File: src/rtl/rr_arbiter_8_if.sv
// Request/grant bundle between eight requesting agents and the round-robin
// arbiter. The master side owns enable/req; the slave (arbiter) owns the grant.
interface rr_arbiter_8_if;
    logic       enable;
    logic [7:0] req;
    logic [7:0] gnt;
    logic [2:0] gnt_idx;
    logic       gnt_valid;

    modport master (
        output enable,
        output req,
        input  gnt,
        input  gnt_idx,
        input  gnt_valid
    );

    modport slave (
        input  enable,
        input  req,
        output gnt,
        output gnt_idx,
        output gnt_valid
    );
endinterface

File: src/rtl/rr_arbiter_8.sv
// Eight-way round-robin arbiter with an optional hold-time limit. The grant is
// kept until the owner drops its request, the hold limit expires or enable
// falls. On release the next owner is chosen on the same edge, so there is no
// bubble cycle. All outputs are registered; gnt is the one-hot decode of
// gnt_idx gated by gnt_valid.
module rr_arbiter_8 #(
    parameter int MAX_HOLD = 16
) (
    input  logic          clk,
    input  logic          rst,
    rr_arbiter_8_if.slave bus
);
    localparam int CNT_W = (MAX_HOLD < 1) ? 1 : $clog2(MAX_HOLD + 1);

    typedef enum logic {IDLE, BUSY} state_t;

    state_t           state, state_nxt;
    logic [2:0]       ptr, ptr_nxt;
    logic [CNT_W-1:0] hold_cnt, cnt_nxt;
    logic [2:0]       idx, idx_nxt;
    logic             vld, vld_nxt;
    logic [7:0]       gnt_q, gnt_nxt;

    logic             rel_pick_found;
    logic [2:0]       rel_pick_idx;
    logic             new_pick_found;
    logic [2:0]       new_pick_idx;
    logic [2:0]       rel_ptr;
    logic             forced;

    // Returns {found, index} of the first requester at or after p, wrapping 7->0.
    function automatic logic [3:0] pick(input logic [7:0] r, input logic [2:0] p);
        logic       found;
        logic [2:0] win;
        logic [2:0] k;
        found = 1'b0;
        win   = 3'd0;
        for (int i = 0; i < 8; i++) begin
            k = p + 3'(i);
            if (!found && r[k]) begin
                found = 1'b1;
                win   = k;
            end
        end
        return {found, win};
    endfunction

    // Candidate winners: from ptr for a fresh grant, from owner+1 after a release.
    always_comb begin
        rel_ptr = idx + 3'd1;
        {new_pick_found, new_pick_idx} = pick(bus.req, ptr);
        {rel_pick_found, rel_pick_idx} = pick(bus.req, rel_ptr);
        forced = (MAX_HOLD != 0) && (hold_cnt == CNT_W'(MAX_HOLD));
    end

    // Next-state and next-grant logic for the IDLE/BUSY controller.
    always_comb begin
        state_nxt = state;
        ptr_nxt   = ptr;
        cnt_nxt   = hold_cnt;
        idx_nxt   = idx;
        vld_nxt   = vld;
        case (state)
            IDLE: begin
                if (bus.enable && new_pick_found) begin
                    idx_nxt   = new_pick_idx;
                    vld_nxt   = 1'b1;
                    cnt_nxt   = CNT_W'(1);
                    state_nxt = BUSY;
                end
            end
            BUSY: begin
                if (!bus.enable) begin
                    vld_nxt   = 1'b0;
                    ptr_nxt   = rel_ptr;
                    cnt_nxt   = '0;
                    state_nxt = IDLE;
                end else if (!bus.req[idx] || forced) begin
                    // Owner ranks last after release, so a still-requesting
                    // owner only wins again when nobody else is waiting.
                    ptr_nxt = rel_ptr;
                    if (rel_pick_found) begin
                        idx_nxt = rel_pick_idx;
                        vld_nxt = 1'b1;
                        cnt_nxt = CNT_W'(1);
                    end else begin
                        vld_nxt   = 1'b0;
                        cnt_nxt   = '0;
                        state_nxt = IDLE;
                    end
                end else if (hold_cnt != {CNT_W{1'b1}}) begin
                    cnt_nxt = hold_cnt + CNT_W'(1);
                end
            end
            default: begin
                vld_nxt   = 1'b0;
                state_nxt = IDLE;
            end
        endcase
        gnt_nxt = vld_nxt ? (8'b0000_0001 << idx_nxt) : 8'h00;
    end

    // Controller and output registers; reset clears the grant immediately.
    always_ff @(posedge clk or posedge rst) begin
        if (rst) begin
            state    <= IDLE;
            ptr      <= 3'd0;
            hold_cnt <= '0;
            idx      <= 3'd0;
            vld      <= 1'b0;
            gnt_q    <= 8'h00;
        end else begin
            state    <= state_nxt;
            ptr      <= ptr_nxt;
            hold_cnt <= cnt_nxt;
            idx      <= idx_nxt;
            vld      <= vld_nxt;
            gnt_q    <= gnt_nxt;
        end
    end

    assign bus.gnt       = gnt_q;
    assign bus.gnt_idx   = idx;
    assign bus.gnt_valid = vld;
endmodule

File: src/flat_wrapper.sv
// flat-port wrapper written by rule: the top's interface ports become plain ports
module rr_arbiter_8_flat 
#(
    parameter int MAX_HOLD = 16
)
  (clk, rst, bus_enable, bus_req, bus_gnt, bus_gnt_idx, bus_gnt_valid);
  rr_arbiter_8_if bus_i ();
  input  logic clk;
  input  logic rst;
  input wire logic [$bits(bus_i.enable)-1:0] bus_enable;
  input wire logic [$bits(bus_i.req)-1:0] bus_req;
  output wire logic [$bits(bus_i.gnt)-1:0] bus_gnt;
  output wire logic [$bits(bus_i.gnt_idx)-1:0] bus_gnt_idx;
  output wire logic [$bits(bus_i.gnt_valid)-1:0] bus_gnt_valid;
  assign bus_i.enable = bus_enable;
  assign bus_i.req = bus_req;
  assign bus_gnt = bus_i.gnt;
  assign bus_gnt_idx = bus_i.gnt_idx;
  assign bus_gnt_valid = bus_i.gnt_valid;
  rr_arbiter_8 #(.MAX_HOLD(MAX_HOLD)) u_core (.clk(clk), .rst(rst), .bus(bus_i));
endmodule
File: config.mk
export PLATFORM = sky130hd
export DESIGN_NAME = rr_arbiter_8_flat
export DESIGN_NICKNAME = d
export VERILOG_FILES = /design/src/rtl/rr_arbiter_8_if.sv /design/src/rtl/rr_arbiter_8.sv /design/src/flat_wrapper.sv
export SDC_FILE = /design/constraint.sdc
export NUM_CORES = 1
export LEC_CHECK = 0
export CAP_MARGIN = 0
export CORE_MARGIN = 4
export CORE_UTILIZATION = 64
export CTS_CLUSTER_DIAMETER = 60
export DETAILED_ROUTE_END_ITERATION = 10
export PLACE_DENSITY = 0.88
export SYNTH_ARGS = -nofsm -noshare
export SYNTH_HDL_FRONTEND = slang
export SYNTH_SLANG_ARGS = --single-unit
File: constraint.sdc
create_clock -name clk -period 6.8 [get_ports clk]
set_input_delay 1.02 -clock clk [delete_from_list [all_inputs] [get_ports clk]]
set_output_delay 1.02 -clock clk [all_outputs]
set_load 0.02 [all_outputs]
After elaboration in Yosys (flattened, before gate mapping)
Index checks and enable logic that the tools add are counted.

storage, ports and cells
  bits in registers = 21
  output and inout port bits = 12

operators by class
  $add $sub $neg = 16
  magnitude comparators = 17
  equality and inequality tests = 5
  shifts and indexed selects = 1
  muxes and demuxes = 89
  bitwise operators = 1
  reduce and logical (&&, ||, !) cells = 33

operators by type and width
  kind                                                   count
  < comparator 3 x 4 -> 1 bit, second input constant     17
  2-to-1 mux 3 bit                                       22
  binary-select mux 1 bit (select 3 bit)                 17
  2-to-1 mux 1 bit                                       41
  adder 3 bit, second input constant                     8
  2-to-1 mux 5 bit                                       4
  logical AND 1 bit                                      15
  logical NOT 1 bit                                      15
  adder 3 x 2 -> 3 bit, second input constant            4
  one-hot mux 5 bit (2 select lines)                     1
  adder 3 x 1 -> 3 bit, second input constant            3
  2-to-1 mux 8 bit                                       1
  left shift 1 x 3 -> 8 bit, first input constant        1
  one-hot mux 3 bit (2 select lines)                     1
  adder 5 x 1 -> 5 bit, second input constant            1
  == test 5 bit, second input constant                   1
  inequality test 5 bit, second input constant           1
  inequality test 2 x 1 -> 1 bit, second input constant  2
  inequality test 4 bit, second input constant           1
  one-hot mux 1 bit (2 select lines)                     2
  AND reduction 2 bit                                    2
  logical OR 1 bit                                       1
  NOT 1 bit                                              1

Longest topological paths before layout
  depth after elaboration = 31
  mapped depth = 14
  mapped depth without buffers = 10

Worst setup path before layout
OpenSTA, ideal clock, no wires.

  path type = register -> register
  start = register u_core.idx[0] (netlist: u_core.bus.gnt_idx[0])
  end = register u_core.gnt_q[3] (netlist: u_core.bus.gnt[3])
  library setup time = 111 ps
  data arrival time = 4,127 ps
  path slack = 2,562 ps
  stages on the path, launching flop included = 13
  path buffers = 3
  clock period less this slack = 4,238 ps
  cell sequence = dfrtp_1 buf_2 buf_2 inv_1 ha_1 buf_6 mux4_2 or2_1 mux4_2 o41ai_4 a21oi_1 a211o_1 a2111oi_2

between the ends
  word-level cells in the longest chain between the ends = 31
  elaborated cells on any way between the ends = 69
  those cells by class = add/sub: 8; shift: 1; mux: 44; reduce/logical: 16

RTL lines
  element                                                                        line                 source
  start: declaration                                                             rr_arbiter_8.sv:20   logic [2:0] idx, idx_nxt;
  start signal: assignment                                                       rr_arbiter_8.sv:116  idx <= idx_nxt;
  adder 3 x 1 -> 3 bit (*)                                                       rr_arbiter_8.sv:50   rel_ptr = idx + 3'd1;
  net u_core.rel_ptr[0]                                                          rr_arbiter_8.sv:28   logic [2:0] rel_ptr;
  parallel branches: the longest is 29 deep, another holds adder 3 x 1 -> 3 bit  n/a
  2-to-1 mux 8 bit (*)                                                           rr_arbiter_8.sv:100  gnt_nxt = vld_nxt ? (8'b0000_0001 << idx_nxt) : 8'h00;
  net u_core.gnt_nxt[3]                                                          rr_arbiter_8.sv:22   logic [7:0] gnt_q, gnt_nxt;
  end signal: assignment                                                         rr_arbiter_8.sv:118  gnt_q <= gnt_nxt;
  end: declaration                                                               rr_arbiter_8.sv:22

Mark *: on every way through the listed nets, which the timed path passes. The select of a mux whose other input is x is not followed.
A chain may end at the register's enable or synchronous reset.

Worst setup path in the final report
  start = register u_core.idx[0] (netlist: u_core.bus.gnt_idx[0])
  end = register u_core.gnt_q[6] (netlist: u_core.bus.gnt[6])

Same word-level chain as after synthesis.

==> impl_results.md <==
* Run status: finished, final reports clean
* R2R setup slack at about 1.7 ns
* I/O Buffers at 22
* Hold Path Depth at 1
* Hold slack at between 0.5 and 0.6 ns
* CTS clk-pin slew, worst paths at approximately 0.070 ns
* Max Clock Skew at between 0.004 and 0.005 ns
* Hold Vio Cnt, Final at 0
* Final layout net count at 330
* Synthesized area per cell at roughly 9.3 µm²
* Fmax at between 150 and 200 MHz
* Post-Synth Simple-Gate Area at a little under a fifth
* CP Max Fanout at 20
* Post-layout minimum cycle time at approximately 5 ns
* Number of synthesized flops with an enable pin at 0
* CP endpoint kind: register
* Post-synthesis adder-cell area fraction at around 3.0%
* Slew headroom at about a third
* Hpwl dp at 5200 µm
* Seq/Total Area, Yosys at between 10% and 20%
* GR Util All Layers at 26.32%
* Post-synthesis net count at 327
* Post-CTS Resized at 0
* RSZ-0062 raised after global routing: false
* Post-CTS Setup Bufs at 0
* Area grow syn2layout at 7.979%
* Crit start category: register
* Yosys cell types at slightly below 70
* Critical-path cell list: inv_1, ha_1, mux4_1, or2_1, mux4_2, o41ai_4, or2_2, nor2_1, a22oi_1, a211oi_1
* Slowest stage cell on the critical path: dfrtp_1
* Reg2reg end: u_core.bus.gnt[6]$_DFF_PP0_
* Cells after Synth at about 300
* Commonest cells after routing, fill and taps aside: nand2_1 (25), mux4_2 (25), clkdlybuf4s50_1 (22)
* # Max-Cap Violations at 0
* Largest family of logic cells by synthesized area: multiplexers
* Hold Startpoint: u_core.hold_cnt[3]$_DFFE_PP0P_
* Avg Vias per Cell at approximately 7
* Synth Area in XOR/XNOR at under 10%
* Final setup fails at 0
* Worst Path Arrival at about 5.3 ns
* Number of cells on the worst reg-to-reg path at 10
* Die width at 75.15 µm
* CP Class: reg2reg
* Register bit total from synthesis at 21
* Crit path buf inv count at 1
* Initial antenna violation count at 0
* Starting DRT DRC Count at 240
* Family with the most delay on the worst path: multiplexers
* Worst min path class: reg2reg
* WHS Endpoint: u_core.hold_cnt[3]$_DFFE_PP0P_
* Clock sinks at 21
* Fillers at roughly 340
* Share of flip-flops with an asynchronous set or reset at 100.0%
* Skew-Pair Late Insertion Delay at between 0.2 and 0.3 ns
* Routed via count at about 2.6k
* R2R Path Start: u_core.bus.gnt_idx[0]$_DFF_PP0_
* Post-synthesis compound-gate area fraction at between 20% and 30%
* Cts bufs inserted at 3
* DRT antenna net count at 0
* Share of cells above drive strength 1 at approximately 17%
* DRC Markers at 0
* Pin count of the biggest net entering global routing at 22
* DRT Wirelength at 6982 µm
* Setup TNS at 0 ns
* Crit path largest cell delay at around 0.9 ns
* Yosys warns at 0
* Die Ht at ~75 µm
* Total global routing overflow at 0
* Mapped Area at ~2900 µm²
* H-tree depth at 1
* Initial core utilization at 66.26%
* Fin crit share at about three quarters
* Area of the multi-input gates at about 2200 µm²
* Required @ worst endpoint at roughly 6.9 ns
* RePlAce Congestion at approximately 0.9
* Bufs on Longest Clock Path at 2
* Die Area at about 5600 µm²
* CORE AREA at roughly 4400 µm²
* Vias in the first global route at roughly 2.5k
* Register Area at between 500 and 600 µm²
* Router iterations before antenna repair at 5
* WL per Instance at between 15 and 20 µm
* Diode count at 0
* Synth Flop Type: dfrtp_1
* CTS tree: built
* Io pins at 23
* Hold buffer count at CTS at 0
* Tightest Pin Transition at 0.9518 ns
* First-pass GRT wire length at roughly 12000 µm
* Root Driver: clkbuf_8
* Final Slew Violations at 0
* Row count at 24
* Mux cell area share after synthesis at between 30 and 40%
[layer usage]
layer  track usage [%]  vias to the layer above  wire length (µm)
met4             6.214                        0                86
met5                 0                        -                 0
met3             4.406                        8               404
met1             34.09                     1265              2829
li1                  -                     1208                 -
met2             46.03                       75              3662
[cell type report]
class                   count  area share, %
multi-input cells         248          70.56
flip-flops and latches     21          16.87
repair buffers             22          7.068
well taps                  52          2.088
inverters                  16          1.928
clock buffers               3          1.325
clock inverters             1         0.1606
[synth_stat cells, drive strengths merged, types with 3 or more instances]
cell type	count	area share, %
nand2b	4	0.87
ha	7	3.0
a22oi	5	1.3
nor2b	3	0.65
mux2	14	5.5
o21ai	19	3.4
a211oi	5	1.3
xor2	4	1.2
clkbuf	17	2.2
mux2i	13	4.5
and3	3	0.65
o211ai	3	0.78
nand4	3	0.65
nor4	4	1.3
buf	7	1.3
nor2	15	2.0
o2111ai	3	0.91
mux4	26	20
inv	16	2.1
a21oi	13	2.3
and2	3	0.74
a22o	4	1.2
dfrtp	21	18
nand2	25	3.3
nand3	6	1.0
a221o	3	1.0
or2	10	2.2
xnor2	3	0.91
nor3	12	2.1
[cell families after synthesis]
kind of cell | count (synthesis)
flip-flops | 21
AND/OR/NAND/NOR | 98
multiplexers | 53
XOR/XNOR | 9
adder cells (fa/ha/maj) | 7
AO/OA/AOI/OAI | 81
buffers and inverters | 40
[per-stage QoR]
stage	utilization [%]	instance area (µm²)	worst slack, ns	instances
finish	71.55	3115	1.654	363
global route	71.55	3115	1.353	363
CTS	71.55	3115	1.653	363
detailed placement	70.49	3069	1.691	359
global placement	70.49	3069	1.880	359
floorplan	-	2885	2.562	309
[worst max-delay path by stage]
stage / from / to / slack, ns / cells after the start
floorplan: u_core.bus.gnt_idx[0]$_DFF_PP0_ / u_core.bus.gnt[3]$_DFF_PP0_ / 2.56 / 12
global placement: u_core.bus.gnt_idx[0]$_DFF_PP0_ / u_core.bus.gnt[2]$_DFF_PP0_ / 1.88 / 10
detailed placement: u_core.bus.gnt_idx[0]$_DFF_PP0_ / u_core.bus.gnt[3]$_DFF_PP0_ / 1.69 / 10
CTS: u_core.bus.gnt_idx[0]$_DFF_PP0_ / u_core.bus.gnt[3]$_DFF_PP0_ / 1.65 / 10
global route: u_core.bus.gnt_idx[0]$_DFF_PP0_ / u_core.bus.gnt[3]$_DFF_PP0_ / 1.35 / 10
finish: u_core.bus.gnt_idx[0]$_DFF_PP0_ / u_core.bus.gnt[6]$_DFF_PP0_ / 1.65 / 10
[registers in the layout, summed over array words and instances, names as in the netlist]
signal	cells
u_core.bus.gnt_idx	3
u_core.ptr	3
u_core.bus.gnt_valid	1
u_core.bus.gnt	8
u_core.state	1
u_core.hold_cnt	5
Power is not shown: default switching activity piles up to over one toggle a cycle in this logic, so the estimate is an artifact.
